File: config.mk
export PLATFORM = sky130hd
export DESIGN_NAME = pipe_hazard_ctrl
export DESIGN_NICKNAME = d
export VERILOG_FILES = /design/src/rtl/pipe_pkg.sv /design/src/rtl/pipe_hazard_ctrl_fwd_unit.sv /design/src/rtl/pipe_hazard_ctrl.sv
export SDC_FILE = /design/constraint.sdc
export NUM_CORES = 1
export LEC_CHECK = 0
export CAP_MARGIN = 20
export CORE_ASPECT_RATIO = 1.75
export CORE_MARGIN = 2
export CORE_UTILIZATION = 30
export DETAILED_ROUTE_END_ITERATION = 10
export PLACE_DENSITY = 0.72
export SKIP_LAST_GASP = 1
export SYNTH_ARGS = -nofsm -noshare
export SYNTH_HDL_FRONTEND = slang
export SYNTH_HIERARCHICAL = 1
export SYNTH_SLANG_ARGS = --single-unit
File: constraint.sdc
create_clock -name clk -period 3.7 [get_ports clk]
set_input_delay 1.11 -clock clk [delete_from_list [all_inputs] [get_ports clk]]
set_output_delay 1.11 -clock clk [all_outputs]
set_load 0.005 [all_outputs]
File: src/rtl/pipe_pkg.sv
// Shared encodings for the trace pipeline: write-back select, forwarding
// source select and the hazard controller FSM states.
package pipe_pkg;

    localparam logic [1:0] WD_ALU   = 2'b00;
    localparam logic [1:0] LOAD_SEL = 2'b01;
    localparam logic [1:0] WD_PC4   = 2'b10;
    localparam logic [1:0] WD_IMM   = 2'b11;

    localparam logic [1:0] FWD_RF    = 2'b00;
    localparam logic [1:0] FWD_EXMEM = 2'b01;
    localparam logic [1:0] FWD_MEMWB = 2'b10;

    typedef enum logic [1:0] {
        RUN      = 2'b00,
        MEM_WAIT = 2'b01,
        ERR      = 2'b10
    } hz_state_t;

endpackage

File: src/rtl/pipe_hazard_ctrl_fwd_unit.sv
// EX-stage operand forwarding selection; the younger (MEM) result wins over WB.
module fwd_unit
    import pipe_pkg::*;
(
    input  logic [4:0] ex_rs1,
    input  logic [4:0] ex_rs2,
    input  logic [4:0] mem_wR,
    input  logic       mem_rf_we,
    input  logic [4:0] wb_wR,
    input  logic       wb_rf_we,
    output logic [1:0] fwd1_sel,
    output logic [1:0] fwd2_sel
);

    function automatic logic [1:0] pick_src(
        input logic [4:0] rs,
        input logic [4:0] m_wr,
        input logic       m_we,
        input logic [4:0] w_wr,
        input logic       w_we
    );
        logic [1:0] sel;
        if (m_we && (m_wr != 5'd0) && (m_wr == rs)) begin
            sel = FWD_EXMEM;
        end else if (w_we && (w_wr != 5'd0) && (w_wr == rs)) begin
            sel = FWD_MEMWB;
        end else begin
            sel = FWD_RF;
        end
        return sel;
    endfunction

    // Per-operand source selection
    always_comb begin
        fwd1_sel = pick_src(ex_rs1, mem_wR, mem_rf_we, wb_wR, wb_rf_we);
        fwd2_sel = pick_src(ex_rs2, mem_wR, mem_rf_we, wb_wR, wb_rf_we);
    end

endmodule

File: src/rtl/pipe_hazard_ctrl.sv
// Stall/flush/forward controller for the 5-stage trace pipeline.
// Optional performance counters are built when HAZARD_PERF_EN is defined.
module pipe_hazard_ctrl
    import pipe_pkg::*;
#(
    parameter int MEM_TIMEOUT = 16
`ifdef HAZARD_PERF_EN
    ,
    parameter int CNT_W = 32
`endif
) (
    input  logic             clk,
    input  logic             rst,
    input  logic [4:0]       id_rs1,
    input  logic [4:0]       id_rs2,
    input  logic             id_re1,
    input  logic             id_re2,
    input  logic [4:0]       ex_rs1,
    input  logic [4:0]       ex_rs2,
    input  logic [4:0]       ex_wR,
    input  logic             ex_rf_we,
    input  logic [1:0]       ex_wd_sel,
    input  logic             ex_br_taken,
    input  logic [4:0]       mem_wR,
    input  logic             mem_rf_we,
    input  logic             mem_req,
    input  logic             dram_ready,
    input  logic [4:0]       wb_wR,
    input  logic             wb_rf_we,
    output logic             pc_stall,
    output logic             ifid_stall,
    output logic             ifid_flush,
    output logic             idex_stall,
    output logic             idex_flush,
    output logic             exmem_stall,
    output logic             memwb_flush,
    output logic [1:0]       fwd1_sel,
    output logic [1:0]       fwd2_sel,
`ifdef HAZARD_PERF_EN
    output logic [CNT_W-1:0] stall_cycles,
    output logic [CNT_W-1:0] flush_events,
    output logic [CNT_W-1:0] mem_wait_cycles,
`endif
    output logic             halted
);

    localparam int              WAIT_W    = $clog2(MEM_TIMEOUT) + 1;
    localparam logic [WAIT_W-1:0] WAIT_LAST = WAIT_W'(MEM_TIMEOUT - 1);
    localparam logic [WAIT_W-1:0] WAIT_MAX  = {WAIT_W{1'b1}};

    hz_state_t         state_r, state_nxt_s;
    logic [WAIT_W-1:0] wait_cnt_r, wait_cnt_nxt_s;
    logic              halted_r, halted_nxt_s;

    logic pc_stall_s, ifid_stall_s, ifid_flush_s, idex_stall_s;
    logic idex_flush_s, exmem_stall_s, memwb_flush_s;
    logic mem_freeze_s, load_use_s;
    logic [1:0] fwd1_raw_s, fwd2_raw_s;

    fwd_unit u_fwd (
        .ex_rs1    (ex_rs1),
        .ex_rs2    (ex_rs2),
        .mem_wR    (mem_wR),
        .mem_rf_we (mem_rf_we),
        .wb_wR     (wb_wR),
        .wb_rf_we  (wb_rf_we),
        .fwd1_sel  (fwd1_raw_s),
        .fwd2_sel  (fwd2_raw_s)
    );

    // Load-use: ID reads the register the load in EX is about to produce
    always_comb begin
        load_use_s = ex_rf_we && (ex_wd_sel == LOAD_SEL) && (ex_wR != 5'd0) &&
                     ((id_re1 && (id_rs1 == ex_wR)) || (id_re2 && (id_rs2 == ex_wR)));
    end

    // Next-state and raw control generation
    always_comb begin
        state_nxt_s    = state_r;
        wait_cnt_nxt_s = wait_cnt_r;
        halted_nxt_s   = halted_r;
        pc_stall_s     = 1'b0;
        ifid_stall_s   = 1'b0;
        ifid_flush_s   = 1'b0;
        idex_stall_s   = 1'b0;
        idex_flush_s   = 1'b0;
        exmem_stall_s  = 1'b0;
        memwb_flush_s  = 1'b0;
        mem_freeze_s   = 1'b0;

        case (state_r)
            RUN, MEM_WAIT: begin
                // A waiting DRAM access freezes everything; a branch held in
                // EX only acts once the freeze lifts.
                if (mem_req && !dram_ready && (state_r == RUN)) begin
                    mem_freeze_s   = 1'b1;
                    state_nxt_s    = MEM_WAIT;
                    wait_cnt_nxt_s = WAIT_W'(1);
                end else if (!dram_ready && (state_r == MEM_WAIT)) begin
                    mem_freeze_s = 1'b1;
                    if (wait_cnt_r == WAIT_LAST) begin
                        state_nxt_s  = ERR;
                        halted_nxt_s = 1'b1;
                    end else if (wait_cnt_r != WAIT_MAX) begin
                        wait_cnt_nxt_s = wait_cnt_r + WAIT_W'(1);
                    end else begin
                        wait_cnt_nxt_s = wait_cnt_r;
                    end
                end else begin
                    state_nxt_s    = RUN;
                    wait_cnt_nxt_s = '0;
                    if (ex_br_taken) begin
                        ifid_flush_s = 1'b1;
                        idex_flush_s = 1'b1;
                    end else if (load_use_s) begin
                        pc_stall_s   = 1'b1;
                        ifid_stall_s = 1'b1;
                        idex_flush_s = 1'b1;
                    end else begin
                        pc_stall_s   = 1'b0;
                    end
                end

                if (mem_freeze_s) begin
                    pc_stall_s    = 1'b1;
                    ifid_stall_s  = 1'b1;
                    idex_stall_s  = 1'b1;
                    exmem_stall_s = 1'b1;
                    memwb_flush_s = 1'b1;
                end else begin
                    memwb_flush_s = 1'b0;
                end
            end
            ERR: begin
                pc_stall_s    = 1'b1;
                ifid_stall_s  = 1'b1;
                idex_stall_s  = 1'b1;
                exmem_stall_s = 1'b1;
                memwb_flush_s = 1'b1;
                halted_nxt_s  = 1'b1;
            end
            default: begin
                state_nxt_s    = RUN;
                wait_cnt_nxt_s = '0;
            end
        endcase
    end

    // Reset overrides every control output combinationally
    always_comb begin
        if (rst) begin
            pc_stall    = 1'b0;
            ifid_stall  = 1'b0;
            ifid_flush  = 1'b0;
            idex_stall  = 1'b0;
            idex_flush  = 1'b0;
            exmem_stall = 1'b0;
            memwb_flush = 1'b0;
            fwd1_sel    = FWD_RF;
            fwd2_sel    = FWD_RF;
        end else begin
            pc_stall    = pc_stall_s;
            ifid_stall  = ifid_stall_s;
            ifid_flush  = ifid_flush_s;
            idex_stall  = idex_stall_s;
            idex_flush  = idex_flush_s;
            exmem_stall = exmem_stall_s;
            memwb_flush = memwb_flush_s;
            fwd1_sel    = fwd1_raw_s;
            fwd2_sel    = fwd2_raw_s;
        end
    end

    // FSM state, wait counter and sticky timeout flag
    always_ff @(posedge clk or posedge rst) begin
        if (rst) begin
            state_r    <= RUN;
            wait_cnt_r <= '0;
            halted_r   <= 1'b0;
        end else begin
            state_r    <= state_nxt_s;
            wait_cnt_r <= wait_cnt_nxt_s;
            halted_r   <= halted_nxt_s;
        end
    end

    assign halted = halted_r;

`ifdef HAZARD_PERF_EN
    // Free-running wrap-around performance counters
    always_ff @(posedge clk or posedge rst) begin
        if (rst) begin
            stall_cycles    <= '0;
            flush_events    <= '0;
            mem_wait_cycles <= '0;
        end else begin
            if (pc_stall) begin
                stall_cycles <= stall_cycles + CNT_W'(1);
            end
            if (ifid_flush) begin
                flush_events <= flush_events + CNT_W'(1);
            end
            if (mem_freeze_s) begin
                mem_wait_cycles <= mem_wait_cycles + CNT_W'(1);
            end
        end
    end
`endif

endmodule
==> impl_metrics.prom, run 1 <==
# TYPE chip_impl_metric gauge
chip_impl_metric{name="slew_margin_rel",unit="%"} 69.5
chip_impl_metric{name="grt_antenna_before_repair",unit=""} 0
chip_impl_metric{name="grt_util_all_layers",unit="%"} 19.4
chip_impl_metric{name="power.share.combinational",unit="%"} 42.0
chip_impl_metric{name="total_placed_instance_area",unit="sq um"} 1600
chip_impl_metric{name="rows",unit=""} 26
chip_impl_metric{name="grt_residual_overflow",unit=""} 0
chip_impl_metric{name="avgRoutedWirePerCell",unit="um"} 16.1
chip_impl_metric{name="detailed_place_hpwl",unit="mm"} 2.75
chip_impl_metric{name="switching_share",unit="%"} 28.8
chip_impl_metric{name="flow.area_growth_from_synthesis",unit="%"} 85.2
chip_impl_metric{name="initial_core_utilization",unit="%"} 31.8
chip_impl_metric{name="p_total",unit="mW"} 0.340
chip_impl_metric{name="max_freq",unit="GHz"} 0.272
chip_impl_metric{name="fp.dieW",unit="um"} 46.1
chip_impl_metric{name="worstPathArrival",unit="ns"} 2.56
chip_impl_metric{name="initialDrtViolationCount",unit=""} 16
chip_impl_metric{name="final_util",unit="%"} 58.8
chip_impl_metric{name="nets",unit=""} 231
chip_impl_metric{name="hold_violations",unit=""} 0
chip_impl_info{name="cts-root-buf",value="sky130_fd_sc_hd__clkbuf_8"} 1
chip_impl_metric{name="timing.critical_path.required",unit="ns"} 2.59
chip_impl_metric{name="clock_skew",unit="ns"} 0.00540
chip_impl_metric{name="internal_power",unit="mW"} 0.242
chip_impl_metric{name="post_layout_nonfiller_instances",unit=""} 207
chip_impl_metric{name="die_area",unit="sq um"} 3580
chip_impl_metric{name="cp_max_fo",unit=""} 2
chip_impl_metric{name="cell_total_after_placement",unit=""} 203
chip_impl_metric{name="period_minus_slack",unit="ns"} 3.67
chip_impl_metric{name="total_switching_power",unit="mW"} 0.0981
chip_impl_metric{name="post_route_cells_drive_above_1_share",unit="%"} 26.3
chip_impl_metric{name="die_h",unit="um"} 77.6
chip_impl_metric{name="worst_slew_pin_slew",unit="ns"} 0.446
chip_impl_metric{name="finish.instance_area",unit="sq um"} 1720
chip_impl_metric{name="ctsHtreeMaxLevel",unit=""} 1
chip_impl_metric{name="mappedNetlistNets",unit=""} 160
chip_impl_metric{name="finalSetupTns",unit="ns"} 0
chip_impl_metric{name="layout.filler_cells",unit=""} 274
chip_impl_metric{name="ys_seq_elements",unit=""} 8
chip_impl_metric{name="ctsLongestPathBuffers",unit=""} 2
chip_impl_metric{name="detailroute.via_count",unit=""} 1099
chip_impl_metric{name="cts_num_sinks",unit=""} 8
chip_impl_metric{name="vdd_drop_max",unit="mV"} 0.132
chip_impl_metric{name="pin_count_of_the_biggest_net_entering_global_routing",unit=""} 9
chip_impl_info{name="critPathLaunchType",value="input port"} 1
chip_impl_metric{name="final-setup-viol-count",unit=""} 0
chip_impl_metric{name="yosysWarningCount",unit=""} 6
chip_impl_info{name="hold_path.class",value="reg2reg"} 1
chip_impl_metric{name="synthDistinctLibCells",unit=""} 38
chip_impl_metric{name="syn-instance-count",unit=""} 110
chip_impl_metric{name="worst_setup_hold_path_clk_slew",unit="ns"} 0.04
chip_impl_metric{name="min_period_over_period",unit="%"} 99.3
chip_impl_metric{name="postRouteWirelength",unit="mm"} 3.34
chip_impl_info{name="timing_worst_setup_path_type",value="in2out"} 1
chip_impl_metric{name="power.static_leakage",unit="nW"} 0.750
chip_impl_metric{name="holdBufCountCts",unit=""} 0
chip_impl_metric{name="power_density",unit="nW/um^2"} 198
chip_impl_metric{name="routed_via_density",unit=""} 5.31
chip_impl_metric{name="clock_power_share",unit="%"} 30.7
chip_impl_metric{name="place.gp.congestion",unit=""} 0.859
chip_impl_metric{name="synthesis.area",unit="sq um"} 930
chip_impl_info{name="crit_path_end_kind",value="primary output"} 1
chip_impl_metric{name="global_route_wire_length_before_repair",unit="mm"} 5.10
chip_impl_metric{name="clock_insertion_delay_worst_skew",unit="ns"} 0.23
chip_impl_metric{name="first_global_vias",unit=""} 1207
chip_impl_metric{name="synth-seq-area-share",unit="%"} 21.5
chip_impl_metric{name="io_buffer_count",unit=""} 58
chip_impl_info{name="grt_setup_unrepaired",value="yes"} 1
chip_impl_info{name="status",value="complete, no violations"} 1
chip_impl_info{name="tritoncts",value="yes"} 1
chip_impl_metric{name="antenna_cells",unit=""} 0
chip_impl_metric{name="placeableCoreArea",unit="sq um"} 2930
chip_impl_metric{name="antenna_left",unit=""} 0
chip_impl_metric{name="max_cap_viol_count",unit=""} 0
chip_impl_metric{name="drtPass1Iterations",unit=""} 4
chip_impl_metric{name="sequentialPowerShare",unit="%"} 27.3
chip_impl_metric{name="synth_area_per_cell",unit="sq um"} 8.45
chip_impl_metric{name="drcViolationCount",unit=""} 0
chip_impl_metric{name="cts_buffers",unit=""} 3
chip_impl_metric{name="final_max_slew_violation_count",unit=""} 0
chip_impl_metric{name="number_of_ports_placed_on_the_die_boundary",unit=""} 59
-- layer usage --
layer | global-route usage, % | share of wire, % | up-vias
li1 | - | - | 525
met1 | 17.0 | 32 | 506
met2 | 39.2 | 60 | 56
met3 | 2.09 | 5.0 | 12
met4 | 7.71 | 3.1 | 0
met5 | 0 | 0 | -
-- synthesized netlist by cell type --
| cell type | n | area [sq um] |
|---|---|---|
| sky130_fd_sc_hd__xnor2_1 | 19 | 166 |
| sky130_fd_sc_hd__xor2_1 | 13 | 114 |
| sky130_fd_sc_hd__dfrtp_1 | 8 | 200 |
| sky130_fd_sc_hd__nand2_1 | 7 | 26.3 |
| sky130_fd_sc_hd__nor2_1 | 7 | 26.3 |
| sky130_fd_sc_hd__nor4_1 | 6 | 37.5 |
| sky130_fd_sc_hd__nor2b_1 | 4 | 25.0 |
| sky130_fd_sc_hd__buf_4 | 3 | 22.5 |
| sky130_fd_sc_hd__ha_1 | 3 | 37.5 |
| sky130_fd_sc_hd__inv_1 | 3 | 11.3 |
| sky130_fd_sc_hd__nand4_1 | 3 | 18.8 |
| sky130_fd_sc_hd__o21ai_0 | 3 | 15.0 |
| sky130_fd_sc_hd__a2111oi_0 | 2 | 17.5 |
| sky130_fd_sc_hd__nand3_1 | 2 | 10.0 |
| sky130_fd_sc_hd__nor3_1 | 2 | 10.0 |
| sky130_fd_sc_hd__o21bai_1 | 2 | 15.0 |
| sky130_fd_sc_hd__or4_1 | 2 | 15.0 |
| sky130_fd_sc_hd__a21o_1 | 1 | 7.51 |
| sky130_fd_sc_hd__a21o_2 | 1 | 8.76 |
| sky130_fd_sc_hd__a21oi_1 | 1 | 5.00 |
| sky130_fd_sc_hd__a32oi_1 | 1 | 8.76 |
| sky130_fd_sc_hd__a41oi_1 | 1 | 8.76 |
| sky130_fd_sc_hd__and2_0 | 1 | 6.26 |
| sky130_fd_sc_hd__and2_1 | 1 | 6.26 |
| sky130_fd_sc_hd__and2b_2 | 1 | 8.76 |
| sky130_fd_sc_hd__and3_1 | 1 | 6.26 |
| sky130_fd_sc_hd__clkbuf_2 | 1 | 5.00 |
| sky130_fd_sc_hd__mux2i_1 | 1 | 10.0 |
| sky130_fd_sc_hd__nand3b_1 | 1 | 7.51 |
| sky130_fd_sc_hd__nor2_4 | 1 | 11.3 |
| sky130_fd_sc_hd__o21ai_1 | 1 | 5.00 |
| sky130_fd_sc_hd__o21ai_2 | 1 | 8.76 |
| sky130_fd_sc_hd__o21ba_2 | 1 | 10.0 |
| sky130_fd_sc_hd__o22ai_1 | 1 | 6.26 |
| sky130_fd_sc_hd__o31ai_1 | 1 | 7.51 |
| sky130_fd_sc_hd__o41ai_1 | 1 | 8.76 |
| sky130_fd_sc_hd__or2_1 | 1 | 6.26 |
| sky130_fd_sc_hd__or3b_1 | 1 | 8.76 |
-- kinds of logic after synthesis --
group,after synthesis,synth area share (%)
DFF,8,21.5
adders and majority gates,3,4.04
AOI/OAI and AO/OA,18,14.3
muxes,1,1.08
xor gates and xnor gates,32,30.1
buffers and inverters,7,4.17
and+or+nand+nor,41,24.8
-- layout by cell type (no fill, tap or decap), types with 3 or more instances in the layout --
cell type,count
sky130_fd_sc_hd__inv_1,3
sky130_fd_sc_hd__buf_2,4
sky130_fd_sc_hd__dfrtp_1,8
sky130_fd_sc_hd__ha_1,3
sky130_fd_sc_hd__o21ai_0,3
sky130_fd_sc_hd__clkbuf_8,3
sky130_fd_sc_hd__xnor2_1,16
sky130_fd_sc_hd__nor2_1,5
sky130_fd_sc_hd__nand4_1,3
sky130_fd_sc_hd__clkbuf_2,5
sky130_fd_sc_hd__xor2_1,11
sky130_fd_sc_hd__nand2_1,7
sky130_fd_sc_hd__clkdlybuf4s50_1,29
sky130_fd_sc_hd__buf_4,12
sky130_fd_sc_hd__xnor2_2,3
sky130_fd_sc_hd__dlygate4sd2_1,17
-- state kept, by name, indices dropped and copies added, names as in the netlist --
signal      count
halted          1
wait_cnt_r      5
state_r         2
-- metrics by stage --
step	setup WS (ns)	hold slack [ns]
2_1_floorplan	0.348	0.442
3_3_place_gp	-0.615	0.460
3_5_place_dp	-0.613	0.484
4_1_cts	0.00655	0.495
5_1_grt	-0.0454	0.525
6_report	0.0267	0.492
-- power groups by stage --
| stage | Combinational [mW] | Clock, mW | Sequential, mW |
|---|---|---|---|
| global placement | 0.131 | 0 | 0.0937 |
| CTS | 0.133 | 0.106 | 0.0928 |
| floorplan | 0.0477 | 0 | 0.0933 |
| global route | 0.154 | 0.112 | 0.0932 |
| finish | 0.143 | 0.104 | 0.0928 |
| detailed placement | 0.134 | 0 | 0.0941 |
-- path summary, 6_finish.rpt --
kind                            slack [ns]  cells past startpoint          start             to
worst max-delay path                  0.03                      8      mem_wR[3]    fwd1_sel[1]
worst min-delay path                  0.49                      1         halted         halted
worst max register to register        1.64                      7  wait_cnt_r[0]  wait_cnt_r[0]
worst min register to register        0.49                      1         halted         halted
max in group asynchronous             2.04                      3            rst  wait_cnt_r[2]
min in group asynchronous             1.42                      3            rst     state_r[0]
-- cell type report --
cell class | instances | area [sq um] | area share [%]
flip-flops and latches | 8 | 200 | 11.6
multi-input cells | 95 | 825 | 47.9
well taps | 28 | 35.0 | 2.03
inverters | 3 | 11.3 | 0.654
clock buffers | 3 | 41.3 | 2.40
repair buffers | 70 | 609 | 35.4
-- worst max-delay path: stages --
cell                       delay, ns
sky130_fd_sc_hd__clkbuf_2       0.09
sky130_fd_sc_hd__or4_4          0.56
sky130_fd_sc_hd__o21ai_4        0.18
sky130_fd_sc_hd__buf_4          0.15
sky130_fd_sc_hd__nor4_4         0.04
sky130_fd_sc_hd__nor4_1         0.16
sky130_fd_sc_hd__nor2b_1        0.16
sky130_fd_sc_hd__buf_2          0.12
-- timing repair --
item,4_1_cts,5_1_grt
setup endpoints to repair,11,10
setup buffers,3,1
resized for setup,51,24
pin swaps,12,7
No activity file was read; power rests on OpenSTA's default activity.
==> inputs of run 2 (changes only) <==
--- a/config.mk
+++ b/config.mk
@@ -10,7 +10,7 @@
 export CORE_MARGIN = 2
 export CORE_UTILIZATION = 30
 export DETAILED_ROUTE_END_ITERATION = 10
-export PLACE_DENSITY = 0.72
+export PLACE_DENSITY = 0.73
 export SKIP_LAST_GASP = 1
 export SYNTH_ARGS = -nofsm -noshare
 export SYNTH_HDL_FRONTEND = slang
==> impl_metrics.prom, run 2 (synthesis results as in run 1) <==
# TYPE chip_impl_metric gauge
chip_impl_metric{name="flow.area_growth_from_synthesis",unit="%"} 81.0
chip_impl_metric{name="hold_violations",unit=""} 0
chip_impl_metric{name="antenna_left",unit=""} 0
chip_impl_metric{name="clock_skew",unit="ns"} 0.00442
chip_impl_metric{name="worst_setup_hold_path_clk_slew",unit="ns"} 0.04
chip_impl_info{name="commonest_non_fill_non_tap_cells_in_the_layout",value="sky130_fd_sc_hd__clkdlybuf4s50_1, sky130_fd_sc_hd__xnor2_1, sky130_fd_sc_hd__dlygate4sd2_1"} 1
chip_impl_metric{name="pin_count_of_the_biggest_net_entering_global_routing",unit=""} 9
chip_impl_metric{name="nets",unit=""} 230
chip_impl_metric{name="max_freq",unit="GHz"} 0.273
chip_impl_metric{name="rows",unit=""} 26
chip_impl_info{name="hold_path.class",value="reg2reg"} 1
chip_impl_metric{name="largest_register_ff_count",unit=""} 5
chip_impl_metric{name="postRouteWirelength",unit="mm"} 3.19
chip_impl_info{name="critical_path.slowest_cell",value="sky130_fd_sc_hd__clkdlybuf4s50_1"} 1
chip_impl_metric{name="grt_util_all_layers",unit="%"} 19.0
chip_impl_metric{name="period_minus_slack",unit="ns"} 3.66
chip_impl_metric{name="fp.dieW",unit="um"} 46.1
chip_impl_metric{name="number_of_ports_placed_on_the_die_boundary",unit=""} 59
chip_impl_metric{name="cts_num_sinks",unit=""} 8
chip_impl_metric{name="drtPass1Iterations",unit=""} 4
chip_impl_metric{name="die_h",unit="um"} 77.6
chip_impl_metric{name="max_cap_viol_count",unit=""} 0
chip_impl_metric{name="p_total",unit="mW"} 0.337
chip_impl_info{name="critPathTopFamily",value="buffers and inverters"} 1
chip_impl_metric{name="cp_max_fo",unit=""} 3
chip_impl_metric{name="final_max_slew_violation_count",unit=""} 0
chip_impl_info{name="most_common_library_cell_in_the_layout_ignoring_fill_and_taps",value="sky130_fd_sc_hd__clkdlybuf4s50_1"} 1
chip_impl_metric{name="ctsLongestPathBuffers",unit=""} 2
chip_impl_metric{name="timing.critical_path.required",unit="ns"} 2.59
chip_impl_info{name="path_cells",value="clkdlybuf4s50_1 > o21ba_2 > nor2_1 > nor2_2 > clkdlybuf4s50_1"} 1
chip_impl_metric{name="detailed_place_hpwl",unit="mm"} 2.75
chip_impl_metric{name="critical_path.n_buffers_inverters",unit=""} 2
chip_impl_info{name="grt_setup_unrepaired",value="yes"} 1
chip_impl_metric{name="slew_margin_rel",unit="%"} 71.3
chip_impl_metric{name="initialDrtViolationCount",unit=""} 14
chip_impl_metric{name="grt_residual_overflow",unit=""} 0
chip_impl_info{name="critPathLaunchType",value="input port"} 1
chip_impl_info{name="registers.top_by_ff_count",value="wait_cnt_r"} 1
chip_impl_metric{name="min_period_over_period",unit="%"} 99.0
chip_impl_metric{name="detailroute.via_count",unit=""} 1077
chip_impl_metric{name="worstPathArrival",unit="ns"} 2.55
chip_impl_metric{name="antenna_cells",unit=""} 0
chip_impl_metric{name="cts.repair_timing.setup_buffer_count",unit=""} 0
chip_impl_info{name="crit_top_cell",value="sky130_fd_sc_hd__clkdlybuf4s50_1"} 1
chip_impl_metric{name="holdBufCountCts",unit=""} 0
chip_impl_metric{name="ctsHtreeMaxLevel",unit=""} 1
chip_impl_metric{name="io_buffer_count",unit=""} 58
chip_impl_metric{name="worst_slew_pin_slew",unit="ns"} 0.420
chip_impl_info{name="tritoncts",value="yes"} 1
chip_impl_info{name="cts-root-buf",value="sky130_fd_sc_hd__clkbuf_8"} 1
chip_impl_metric{name="first_global_vias",unit=""} 1209
chip_impl_metric{name="critPathMaxStageDelay",unit="ns"} 0.54
chip_impl_metric{name="final-setup-viol-count",unit=""} 0
chip_impl_metric{name="power.static_leakage",unit="nW"} 0.765
chip_impl_info{name="crit_path_end_kind",value="primary output"} 1
chip_impl_metric{name="holdWs",unit="ns"} 0.480
chip_impl_metric{name="drcViolationCount",unit=""} 0
chip_impl_metric{name="vdd_drop_max",unit="mV"} 0.0999
chip_impl_metric{name="routed_via_density",unit=""} 5.23
chip_impl_metric{name="grt_antenna_before_repair",unit=""} 0
chip_impl_metric{name="avgRoutedWirePerCell",unit="um"} 15.5
chip_impl_metric{name="clock_insertion_delay_worst_skew",unit="ns"} 0.24
chip_impl_metric{name="die_area",unit="sq um"} 3580
chip_impl_metric{name="global_route_wire_length_before_repair",unit="mm"} 4.96
chip_impl_metric{name="cts_buffers",unit=""} 3
chip_impl_info{name="timing_worst_setup_path_type",value="in2out"} 1
chip_impl_metric{name="placeableCoreArea",unit="sq um"} 2930
chip_impl_info{name="status",value="complete, no violations"} 1
chip_impl_metric{name="place.gp.congestion",unit=""} 0.911
chip_impl_metric{name="post_route_cells_drive_above_1_share",unit="%"} 21.3
chip_impl_metric{name="initial_core_utilization",unit="%"} 31.8
chip_impl_metric{name="power_density",unit="nW/um^2"} 200
[run 2: final cells by class]
type,instances,area (sq um)
fill,271,1240
multi-input combinational,95,769
timing repair buffer,69,626
sequential,8,200
clock buffer,3,41.3
tap,28,35.0
inverter,3,11.3
[run 2: worst paths after layout]
check	slack, ns	start	to	cells past startpoint
setup / recovery	0.04	dram_ready	idex_stall	5
hold / removal	0.48	halted	halted	1
setup reg to reg	1.66	wait_cnt_r[0]	wait_cnt_r[0]	7
hold reg to reg	0.48	halted	halted	1
max in group asynchronous	2.09	rst	wait_cnt_r[2]	3
min in group asynchronous	1.36	rst	wait_cnt_r[0]	3
[run 2: power by group]
group          internal, mW  leakage (nW)  switching [mW]  total [mW]
clock                0.0707        0.0216          0.0368       0.107
combinational        0.0805         0.635          0.0564       0.137
sequential           0.0899         0.109         0.00279      0.0927
total                 0.241         0.765          0.0961       0.337
[run 2: timing repair]
item,CTS,global route
resized for setup,43,20
setup endpoints to repair,11,10
pin swaps,12,10
[run 2: layer usage]
metal	wire [um]	track usage, %	share of wire, %	up-vias
met5	0	0	0	-
met4	166	11.7	5.2	0
met3	127	2.56	4.0	11
met2	1890	37.5	59	41
met1	1010	15.4	32	501
li1	-	-	-	524
[run 2: through the flow]
step	util (%)	worst slack [ns]	TNS, ns	instance area [sq um]	instances
4_1_cts	55.8	-0.0337	-0.0337	1630	206
2_1_floorplan	-	0.348	0	930	110
6_report	57.5	0.0380	0	1680	206
5_1_grt	57.5	-0.0374	-0.0691	1680	206
3_5_place_dp	54.7	-0.613	-3.23	1600	203
3_3_place_gp	54.7	-0.614	-2.94	1600	203
